`src/rtl/ahb_pkg.sv`:
```
// rtl/ahb_pkg.sv - shared AHB types and constants for the response mux slice
//
// Contents:
//   htrans_t     - manager transfer type encoding
//   HRESP_OKAY   - response code for OKAY
//   HRESP_ERROR  - response code for ERROR
//   resp_state_t - default-subordinate error FSM states
package ahb_pkg;

    typedef enum logic [1:0] {
        IDLE   = 2'b00,
        BUSY   = 2'b01,
        NONSEQ = 2'b10,
        SEQ    = 2'b11
    } htrans_t;

    localparam logic HRESP_OKAY  = 1'b0;
    localparam logic HRESP_ERROR = 1'b1;

    typedef enum logic [1:0] {
        OK   = 2'b00,
        ERR1 = 2'b01,
        ERR2 = 2'b10
    } resp_state_t;

endpackage

```
`src/rtl/ahb_default_sub.sv`:
```
// rtl/ahb_default_sub.sv - default subordinate: two-cycle ERROR FSM and optional stall timeout
//
// Optional feature macro: AHB_RESP_MUX_TIMEOUT_EN (stall timeout counter)
//
// Ports:
//   clk            - system clock
//   reset          - asynchronous active-high reset
//   hready_i       - muxed bus HREADY (address phase accepted when 1)
//   hsel_default_i - active transfer with no decoder select
//   sub_stall_i    - selected subordinate is driving HREADYOUT low
//   hreadyout_o    - default subordinate HREADYOUT
//   hresp_o        - default subordinate HRESP
//   active_o       - FSM owns the data phase (ERR1 or ERR2)
//   timeout_o      - stall limit hit; the mux drops its registered select
module ahb_default_sub
    import ahb_pkg::*;
(
    input  logic clk,
    input  logic reset,
    input  logic hready_i,
    input  logic hsel_default_i,
    input  logic sub_stall_i,
    output logic hreadyout_o,
    output logic hresp_o,
    output logic active_o,
    output logic timeout_o
);

    resp_state_t state_q, state_d;

`ifdef AHB_RESP_MUX_TIMEOUT_EN
    localparam logic [7:0] TIMEOUT_CYCLES = 8'd255;

    logic [7:0] cnt_q, cnt_d;

    always_comb begin
        cnt_d = cnt_q;
        if (hready_i) begin
            cnt_d = '0;
        end else if (sub_stall_i) begin
            cnt_d = cnt_q + 8'd1;
        end
    end

    // Fires on the last of TIMEOUT_CYCLES stall cycles so the error
    // response begins on the very next cycle.
    assign timeout_o = sub_stall_i && (cnt_q == TIMEOUT_CYCLES - 8'd1);

    always_ff @(posedge clk or posedge reset) begin
        if (reset) begin
            cnt_q <= '0;
        end else begin
            cnt_q <= cnt_d;
        end
    end
`else
    logic unused_stall;
    assign unused_stall = sub_stall_i;
    assign timeout_o    = 1'b0;
`endif

    always_comb begin
        state_d = state_q;
        case (state_q)
            OK: begin
                if (hready_i && hsel_default_i) begin
                    state_d = ERR1;
                end
            end
            ERR1: begin
                state_d = ERR2;
            end
            ERR2: begin
                // ERR2 is an HREADY=1 cycle, so it also accepts the next address phase.
                state_d = hsel_default_i ? ERR1 : OK;
            end
            default: begin
                state_d = OK;
            end
        endcase
        if (timeout_o) begin
            state_d = ERR1;
        end
    end

    always_ff @(posedge clk or posedge reset) begin
        if (reset) begin
            state_q <= OK;
        end else begin
            state_q <= state_d;
        end
    end

    assign active_o    = (state_q != OK);
    assign hreadyout_o = (state_q != ERR1);
    assign hresp_o     = active_o ? HRESP_ERROR : HRESP_OKAY;

endmodule

```
`src/rtl/ahb_resp_mux.sv`:
```
// rtl/ahb_resp_mux.sv - AHB data-phase response mux with built-in default subordinate
//
// Optional feature macro: AHB_RESP_MUX_TIMEOUT_EN (stall timeout in ahb_default_sub)
//
// Ports:
//   clk          - system clock
//   reset        - asynchronous active-high reset
//   HSELVec      - address-phase one-hot selects from decoders
//   HTRANS       - manager transfer type
//   HRDATAVec    - subordinate read data, slice i = subordinate i
//   HREADYOUTVec - subordinate ready outputs
//   HRESPVec     - subordinate responses
//   HRDATA       - muxed read data
//   HREADY       - muxed ready, also the HREADY input of every subordinate
//   HRESP        - muxed response
//   MultiSel     - sticky overlapping-decode flag
//   HSELDefault  - active transfer that no decoder claims
module ahb_resp_mux
    import ahb_pkg::*;
#(
    parameter int NSUB = 8,
    parameter int XLEN = 64
) (
    input  logic                 clk,
    input  logic                 reset,
    input  logic [NSUB-1:0]      HSELVec,
    input  logic [1:0]           HTRANS,
    input  logic [NSUB*XLEN-1:0] HRDATAVec,
    input  logic [NSUB-1:0]      HREADYOUTVec,
    input  logic [NSUB-1:0]      HRESPVec,
    output logic [XLEN-1:0]      HRDATA,
    output logic                 HREADY,
    output logic                 HRESP,
    output logic                 MultiSel,
    output logic                 HSELDefault
);

    htrans_t         htrans;
    logic            trans_active;
    logic [NSUB-1:0] sel_req;
    logic [NSUB-1:0] sel_low;
    logic            sel_multi;
    logic [NSUB-1:0] sel_q, sel_d;
    logic            multi_q, multi_d;
    logic            sub_stall;
    logic            def_hready;
    logic            def_hresp;
    logic            def_active;
    logic            def_timeout;

    assign htrans       = htrans_t'(HTRANS);
    assign trans_active = (htrans == NONSEQ) || (htrans == SEQ);

    // IDLE/BUSY mask the selects so they can neither claim a subordinate nor error.
    assign sel_req     = HSELVec & {NSUB{trans_active}};
    // Two's-complement trick isolates the lowest set bit; clearing it
    // leaves something only when more than one decoder claimed the transfer.
    assign sel_low     = sel_req & (~sel_req + NSUB'(1));
    assign sel_multi   = |(sel_req & (sel_req - NSUB'(1)));
    assign HSELDefault = trans_active & ~(|HSELVec);

    assign sub_stall = ~def_active & (|(sel_q & ~HREADYOUTVec));

    ahb_default_sub u_default_sub (
        .clk            (clk),
        .reset          (reset),
        .hready_i       (HREADY),
        .hsel_default_i (HSELDefault),
        .sub_stall_i    (sub_stall),
        .hreadyout_o    (def_hready),
        .hresp_o        (def_hresp),
        .active_o       (def_active),
        .timeout_o      (def_timeout)
    );

    always_comb begin
        sel_d   = sel_q;
        multi_d = multi_q;
        if (def_timeout) begin
            sel_d = '0;
        end else if (HREADY) begin
            sel_d   = sel_low;
            multi_d = multi_q | sel_multi;
        end
    end

    always_ff @(posedge clk or posedge reset) begin
        if (reset) begin
            sel_q   <= '0;
            multi_q <= 1'b0;
        end else begin
            sel_q   <= sel_d;
            multi_q <= multi_d;
        end
    end

    assign MultiSel = multi_q;

    // No registered select and no error in progress means an idle/busy
    // data phase, answered as a zero-wait OKAY.
    always_comb begin
        HRDATA = '0;
        HREADY = 1'b1;
        HRESP  = HRESP_OKAY;
        if (def_active) begin
            HREADY = def_hready;
            HRESP  = def_hresp;
        end else begin
            for (int i = 0; i < NSUB; i++) begin
                if (sel_q[i]) begin
                    HRDATA = HRDATAVec[i*XLEN +: XLEN];
                    HREADY = HREADYOUTVec[i];
                    HRESP  = HRESPVec[i];
                end
            end
        end
    end

endmodule

```
`config.mk`:
```
export PLATFORM = sky130hd
export DESIGN_NAME = ahb_resp_mux
export DESIGN_NICKNAME = d
export VERILOG_FILES = /design/src/rtl/ahb_pkg.sv /design/src/rtl/ahb_default_sub.sv /design/src/rtl/ahb_resp_mux.sv
export SDC_FILE = /design/constraint.sdc
export NUM_CORES = 1
export LEC_CHECK = 0
export CORE_AREA = 2 2 239 241
export CTS_CLUSTER_DIAMETER = 80
export DETAILED_ROUTE_END_ITERATION = 8
export DIE_AREA = 0 0 241 243
export SLEW_MARGIN = 0
export SYNTH_ARGS = -nofsm -noshare
export SYNTH_HDL_FRONTEND = slang
export SYNTH_SLANG_ARGS = --single-unit
```
`constraint.sdc`:
```
create_clock -name clk -period 1.95 [get_ports clk]
set_input_delay 0.195 -clock clk [delete_from_list [all_inputs] [get_ports clk]]
set_output_delay 0.195 -clock clk [all_outputs]
set_load 0.03 [all_outputs]
```
==> results.toml, run 1 <==
[sta]
period_share_pct = 120.6
final.setup.tns_ps = -19730
slew_viol_final = 0
timing.fmax_ghz = 0.4253
fin_worst_skew_ps = 3.095
relSlewSlack_pct = 51.00
setup_viol = 65
post-route-min-period_ps = 2351
fin_ws_ps = -401.1
hold_viol_final = 0
rsz0062_at_grt = "true"
whs_ps = 282.2
tightest_slew_ps = 733.4

[synth]
synth-main-ff-cell = "dfrtp_1"
yosys_warnings = 0
synth_area_sq_mm = 0.004882
synth.avg_cell_area_sq_um = 7.787
yosysSeqAreaShare_pct = 5.638
ys_async_sr_fraction_pct = 100.0
synth_cell_types = 39
synth_edf_count = 0
synth_seq_cells = 11
syn-num-nets = 1167
netlist_instances = 627

[global_route]
grt_pass1_vias = 9424
overflow = 0
grt_start_max_net_pins = 49
grt_pass1_wl_um = 63080
antenna_found_initial = 5
track_usage_pct = 14.64

[finish]
utilization_pct = 26.12
nNetsFinal = 1841
final_common_cell = "clkdlybuf4s50_1"
syn2layout_area_growth_pct = 199.4
final-instance-count-excl-fill = 2057
drive_gt1_share_pct = 29.08
layout_common_cells = "clkdlybuf4s50_1 (537), buf_4 (92), inv_1 (73)"

[floorplanning]
fp.coreArea_sq_mm = 0.05595
ios = 608
die_w_um = 241
start_util_pct = 8.726
die-area_sq_mm = 0.05856
rows = 87
dieHeight_um = 243

[cts]
cts_root_buf = "clkbuf_16"
clk_path_buf_depth = 2
cts-htree-levels = 1
cts_made_buffers = 3
tritoncts = "yes"
hold_buffers = 0
clk_pin_slew_ps = 40
cts.sinks = 11
clk_latency_ps = 240

[route]
dr_total_vias = 8905
wl_per_cell_um = 23.60
firstDrtPassIters = 9
first_iter_violations = 676
drc = 0
routed_wl_um = 48540
antenna_left = 0
vias_per_cell = 4.329

[run]
maxCapViolCount = 0

[power_and_ir_drop]
power.density_mw_per_mm2 = 401.7
leakagePower_nw = 5.460
vdd_drop_max_mv = 0.3252
finalPower_mw = 5.871

[place]
post-place-cells = 2009
place.gp.congestion = 0.9821
dp_hpwl_um = 35110
port_buffers = 606

[worst_setup_path]
cp_slowest_cell = "dfrtp_2"
cp.required_ps = 1750
critPathBufInv = 3
setup.worst_path.end_class = "output pin"
cp.arrival_ps = 2160
max_stage_delay_ps = 430
path_class = "reg2out"
startpoint_type = "register"
path_cells = "buf_4 > a221o_1 > a221oi_4 > o31ai_4 > buf_6 > buf_12"
crit_family = "compound AO/OA/AOI/OAI gates"
crit_fanout = 30

[min_path]
hp-class = "in2async"

[outcome]
violations = "setup timing"
status = "complete, but fails checks"
cell usage after synthesis (2+ instances only):
library cell / number / area [sq um]
mux2i_1: 3 / 30.03
nor2b_1: 68 / 425.4
a221o_1: 63 / 630.6
mux2_4: 4 / 60.06
a221oi_2: 59 / 885.9
buf_2: 44 / 220.2
a222oi_1: 64 / 640.6
and3_1: 2 / 12.51
clkbuf_1: 35 / 131.4
nor3_1: 3 / 15.01
nand2_1: 10 / 37.54
a21oi_1: 72 / 360.4
and2_1: 2 / 12.51
o21ai_1: 4 / 20.02
buf_6: 8 / 90.09
o21ai_0: 3 / 15.01
nor2_1: 6 / 22.52
dfrtp_1: 11 / 275.3
a221oi_1: 6 / 52.55
and3b_1: 2 / 17.52
o31ai_1: 65 / 488.0
inv_1: 75 / 281.5
nand2b_1: 2 / 12.51
area by class of cell:
cell class / count / area (sq um)
Multi-Input combinational cell: 454 / 4767
Fill cell: 5953 / 41340
Clock buffer: 4 / 78.83
Tap cell: 756 / 945.9
Inverter: 75 / 281.5
Timing Repair Buffer: 756 / 8248
Antenna cell: 1 / 2.502
Sequential cell: 11 / 291.5
final timing paths:
| path | start | end | slack, ps | depth (start not counted) |
|---|---|---|---|---|
| worst max-delay path | sel_q[1] | HRDATA[28] | -400 | 6 |
| worst min-delay path | reset | sel_q[4] | 280 | 2 |
| worst max register to register | sel_q[3] | sel_q[3] | 30 | 8 |
| worst min register to register | MultiSel | MultiSel | 480 | 1 |
| max in group asynchronous | reset | sel_q[3] | 1310 | 2 |
| min in group clk | HSELVec[1] | sel_q[1] | 400 | 4 |
layer usage:
metal  up-vias  global-route usage (%)  wire, um
met5         -                       0        32
li1       3984                       -         -
met2       553                   26.61     23800
met1      4284                   17.08     19180
met4         6                   4.702      1648
met3        78                   2.718      3873
power breakdown:
group	switching [mW]	total, mW	internal, mW
logic	2.32	5.25	2.92
registers	0.0118	0.252	0.240
clock network	0.0978	0.372	0.274
total	2.43	5.87	3.44
what timing repair did:
action / CTS / global route
pin swaps: 85 / 78
buffers inserted: 21 / 11
gates resized for setup: 129 / 94
setup endpoints to repair: 74 / 77
hold endpoints to repair: 0 / 0
cloned: 14 / 8
logic make-up after synthesis:
kind of cell               count (synthesis)  share of synthesized area [%]
adders and majority gates                  1                         0.2050
and+or+nand+nor                          101                          12.66
muxes                                      8                          2.076
DFF                                       11                          5.638
buffers and inverters                    163                          14.97
AOI/OAI and AO/OA                        343                          64.45
per-stage QoR:
step           cell area, sq um  worst slack [ps]
2_1_floorplan              4987            -214.5
3_3_place_gp              12660            -903.9
3_5_place_dp              12660            -858.3
4_1_cts                   13910            -394.5
5_1_grt                   14610            -461.8
6_report                  14620            -401.1
registers in the layout, indices dropped and copies added, names as in the netlist:
register	cells
MultiSel	1
sel_q	8
u_default_sub.state_q	2
Note: power is estimated with default switching activity, not from simulation.
==> inputs of run 2 (changes only) <==
--- a/config.mk
+++ b/config.mk
@@ -5,10 +5,11 @@
 export SDC_FILE = /design/constraint.sdc
 export NUM_CORES = 1
 export LEC_CHECK = 0
-export CORE_AREA = 2 2 239 241
+export CAP_MARGIN = 20
+export CORE_AREA = 4 4 234 236
 export CTS_CLUSTER_DIAMETER = 80
 export DETAILED_ROUTE_END_ITERATION = 8
-export DIE_AREA = 0 0 241 243
+export DIE_AREA = 0 0 238 240
 export SLEW_MARGIN = 0
 export SYNTH_ARGS = -nofsm -noshare
 export SYNTH_HDL_FRONTEND = slang
==> run 2 against run 1 <==
Sequential share of layout area is 0.074 points higher. Largest cell class unchanged. First-iteration DRC count is 3.8% lower. Worst hold slack worse by 15 ps. Via count hardly changed. Sequential power hardly changed. Highest routed layer unchanged. Clock skew is 2.5 ps lower. Worst setup slack better by 5.4 ps. The run still ends with setup timing left.
==> results.toml, run 2 (synthesis gave the netlist of run 1 again) <==
[outcome]
status = "complete, but fails checks"
violations = "setup timing"

[place]
dp_hpwl_um = 37070
place.gp.congestion = 0.9473
port_buffers = 606

[sta]
setup_viol = 73
timing.fmax_ghz = 0.4263
hold_viol_final = 0
rsz0062_at_grt = "true"
fin_ws_ps = -395.7
slew_viol_final = 0
fin_worst_skew_ps = 0.5815
post-route-min-period_ps = 2346
period_share_pct = 120.3
tightest_slew_ps = 681.1
final.setup.tns_ps = -18840
relSlewSlack_pct = 54.59

[global_route]
grt_pass1_vias = 9556
use_met1_pct = 17.53
overflow = 0
track_usage_pct = 14.88
use_met2_pct = 26.22
grt.busiest_layer = "met2"
grt_pass1_wl_um = 63560
grtUsageMet3_pct = 4.129
grt_start_max_net_pins = 43
antenna_found_initial = 5

[route]
drc = 0
dr_total_vias = 8912
first_iter_violations = 650
vias_per_cell = 4.449
routed_wl_um = 49440
firstDrtPassIters = 8
wl_per_cell_um = 24.68
antenna_left = 0

[floorplanning]
fp.coreArea_sq_mm = 0.05245
die_w_um = 238
start_util_pct = 9.309
rows = 84
ios = 608
dieHeight_um = 240
die-area_sq_mm = 0.05712

[cts]
cts_root_buf = "clkbuf_16"
clk_path_buf_depth = 2
tritoncts = "yes"
clk_latency_ps = 240
cts_made_buffers = 3
cts.sinks = 11
clk_pin_slew_ps = 40
hold_buffers = 0
cts-htree-levels = 1

[finish]
layout_common_cells = "clkdlybuf4s50_1 (537), buf_4 (134), inv_1 (74)"
syn2layout_area_growth_pct = 188.7
final_common_cell = "clkdlybuf4s50_1"
nNetsFinal = 1854
largest_reg_flops = 8
drive_gt1_share_pct = 29.40
regMostFlops = "sel_q"

[worst_setup_path]
crit_fanout = 6
cp_slowest_cell = "a222oi_1"
r2r_cells = 11
rr_endpoint = "sel_q[3]"
path_cells = "buf_6 > and2_4 > buf_12 > buf_12 > a222oi_1 > o31ai_2 > clkbuf_16"
startpoint_type = "register"
cp.arrival_ps = 2150
crit_end = "HRDATA[32]"
reg2reg_slack_ps = -70
r2r-start = "sel_q[2]"
crit_path_start = "sel_q[6]"
setup.worst_path.end_class = "output pin"
path_class = "reg2out"
max_stage_delay_ps = 490
crit_family = "compound AO/OA/AOI/OAI gates"
critPathBufInv = 4
crit_cells = 7
cp.required_ps = 1750
crit_top_cell = "buf_12"

[power_and_ir_drop]
power.density_mw_per_mm2 = 401.7
swShare_pct = 42.06
p_int_mw = 3.281
vdd_drop_max_mv = 0.3136
power_frac_clock_pct = 6.6
power_switching_mw = 2.381
finalPower_mw = 5.662
leakagePower_nw = 5.419
comb_power_share_pct = 88.9
seq_power_share_pct = 4.5

[run]
maxCapViolCount = 0

[min_path]
hp-class = "in2async"
[run 2: worst reg2reg max path, stage by stage (launching register included)]
cell and delay, ps:
dfrtp_4 480, buf_12 160, buf_8 150, buf_6 120, buf_6 110, nand2_4 40
o21ai_2 50, a21oi_2 150, o21ai_4 80, buf_12 160, buf_6 120, mux2_4 280
[run 2: repair_timing]
item | CTS | global route
pin swaps | 88 | 64
cloned | 9 | 7
resized for setup | 98 | 81
setup buffers | 34 | 15
endpoints found under the setup margin | 74 | 74
[run 2: power by group through the flow]
stage | clock network, mW | logic [mW] | registers [mW]
finish | 0.373 | 5.03 | 0.254
global route | 0.396 | 5.23 | 0.256
CTS | 0.379 | 4.86 | 0.254
detailed placement | 0 | 4.45 | 0.262
global placement | 0 | 4.44 | 0.261
floorplan | 0 | 1.94 | 0.246
[run 2: per-stage QoR]
step                setup slack (ps)  utilization [%]  hold WS, ps  area (sq um)  cells
floorplan                     -214.5                -        47.44          4987    627
finish                        -395.7            26.88        267.0         14090   2003
global placement              -611.8            24.01        452.5         12590   1941
global route                  -455.3            26.87        313.4         14090   2001
CTS                           -410.9            25.81        272.1         13540   1984
detailed placement            -551.1            24.01        468.4         12590   1941
[run 2: worst min-delay path by stage]
stage,to,cells after the start
after floorplan,MultiSel,1
after global placement,MultiSel,1
after detailed placement,MultiSel,1
after CTS,sel_q[7],2
after global routing,sel_q[1],2
final,MultiSel,2
[run 2: final cells by class]
class / instances / area, sq um
Sequential cell: 11 / 291.5
Antenna cell: 2 / 5.005
Fill cell: 5550 / 38350
Clock buffer: 4 / 78.83
Timing Repair Buffer: 770 / 8174
Inverter: 75 / 281.5
Multi-Input combinational cell: 453 / 4403
Tap cell: 688 / 860.8
[run 2: per-layer routing]
metal  vias to the layer above  share of wire (%)  wire (um)
met5                         -              0.040         20
met4                         4                3.8       1863
met3                        93                9.0       4469
met2                       548                 48      23810
met1                      4262                 39      19280
li1                       4005                  -          -
==> inputs of run 3 (changes only) <==
==> constraint.sdc (replaced) <==
create_clock -name clk -period 1.95 [get_ports clk]
set_input_delay 0.4875 -clock clk [delete_from_list [all_inputs] [get_ports clk]]
set_output_delay 0.4875 -clock clk [all_outputs]
set_load 0.03 [all_outputs]
==> run 3 against run 2 <==
The run still ends with setup timing left. Sequential share of layout area fell by 0.15 points. Register-to-register slack got worse by 180 ps. Final cell count rose by 1.9%. Critical path type unchanged.
==> results.toml, run 3 (synthesis gave the netlist of run 1 again) <==
[finish]
drive_gt1_share_pct = 32.03
largest_reg_flops = 8
multi_input_area_sq_mm = 0.004947
regArea_sq_um = 289.0
final_common_cell = "clkdlybuf4s50_1"
regMostFlops = "sel_q"
syn2layout_area_growth_pct = 208.2
finalInstanceArea_sq_mm = 0.01505
fillers = 5469
layout_common_cells = "clkdlybuf4s50_1 (534), buf_4 (139), inv_1 (75)"
nNetsFinal = 1893

[sta]
timing.fmax_ghz = 0.3747
fin_worst_skew_ps = 3.950
setup_viol = 77
rsz0062_at_grt = "true"
tightest_slew_ps = 616.5
fin_ws_ps = -718.7
post-route-min-period_ps = 2669
relSlewSlack_pct = 58.90
hold_viol_final = 0
whs_ps = 497.0
slew_viol_final = 0
period_share_pct = 136.9

[worst_setup_path]
r2r_cells = 11
cp.required_ps = 1460
cp.arrival_ps = 2180
setup.worst_path.end_class = "output pin"
path_class = "reg2out"
reg2reg_slack_ps = -250
crit_fanout = 17
startpoint_type = "register"

[place]
place_area_sq_mm = 0.01398
place.gp.congestion = 0.9065
port_buffers = 606
dp_hpwl_um = 35580

[min_path]
hp-class = "reg2reg"
whs_path_depth = 1

[outcome]
status = "complete, but fails checks"
violations = "setup timing"

[floorplanning]
ios = 608
dieHeight_um = 240
die_w_um = 238
start_util_pct = 9.309
rows = 84
die-area_sq_mm = 0.05712
fp.coreArea_sq_mm = 0.05245

[cts]
clk_path_buf_depth = 2
clk_latency_ps = 240
cts_root_buf = "clkbuf_16"
clk_pin_slew_ps = 40
tritoncts = "yes"
cts_made_buffers = 3
cts-htree-levels = 1
cts.sinks = 11

[global_route]
track_usage_pct = 14.65
overflow = 0
grt_start_max_net_pins = 70
grt_pass1_wl_um = 63060
grt_pass1_vias = 9577
antenna_found_initial = 5

[route]
dr_total_vias = 8972
first_iter_violations = 734
antenna_left = 0
routed_wl_um = 47000
drc = 0
firstDrtPassIters = 6
wl_per_cell_um = 23.03
vias_per_cell = 4.396

[run]
maxCapViolCount = 0

[power_and_ir_drop]
vdd_drop_max_mv = 0.2692
leakagePower_nw = 5.698
power.density_mw_per_mm2 = 410.7
==> run 3: cell count changes in the layout (fill, tap and decap cells not counted), sizes merged <==
cell           delta
buf              +47
clkinv            +1
diode             -1
clkbuf            -7
bufbuf            +1
clkdlybuf4s50     -3
==> run 3: metrics by stage <==
stage	worst slack [ps]	utilization, %	cells	setup TNS, ps	total power [mW]
2_1_floorplan	-126.5	-	627	-7389	2.666
3_3_place_gp	-593.2	26.67	2000	-29340	5.248
3_5_place_dp	-610.3	26.67	2000	-30310	5.277
4_1_cts	-783.6	28.44	2034	-45130	6.130
5_1_grt	-810.6	28.69	2041	-50660	6.432
6_report	-718.7	28.69	2041	-44770	6.179
==> run 3: what timing repair did <==
item,in CTS,in global routing
buffers inserted,32,18
cloned,11,2
resized for setup,97,29
setup endpoints to repair,77,77
pin swaps,38,39
hold endpoints to repair,0,0
hold buffers,0,0
==> run 3: critical path, cell delays in order (launching register included) <==
cell and delay [ps]:
dfrtp_1 400, buf_6 130, nor4_4 270, buf_4 160, buf_6 90, nand2b_4 90
buf_16 190, o31ai_4 380, buf_12 170
==> run 3: report_power, final <==
group | total (mW) | internal [mW] | switching, mW
clock network | 0.373 | 0.271 | 0.102
logic | 5.55 | 3.15 | 2.40
registers | 0.252 | 0.240 | 0.0119
==> run 3: cell type report <==
cell class | instances | share of cell area [%]
multi-input combinational | 453 | 32.88
antenna | 1 | 0.01663
inverter | 75 | 1.871
clock inverter | 1 | 0.03326
tap | 688 | 5.721
sequential | 11 | 1.921
clock buffer | 3 | 0.4989
timing repair buffer | 809 | 57.06
==> run 3: layer usage <==
metal  up-vias  wire length [um]  global-route usage [%]
li1       4082                 -                       -
met1      4276             17810                   17.13
met2       533             23040                   26.28
met3        77              4274                   3.705
met4         4              1851                   4.661
met5         -                24                       0
==> run 3: path summary, 6_finish.rpt <==
| kind | startpoint | end |
|---|---|---|
| setup / recovery | u_default_sub.state_q[1] | HRDATA[32] |
| hold / removal | MultiSel | MultiSel |
| setup reg to reg | sel_q[1] | sel_q[3] |
| hold reg to reg | MultiSel | MultiSel |
| max in group asynchronous | reset | sel_q[4] |
| min in group asynchronous | reset | sel_q[3] |
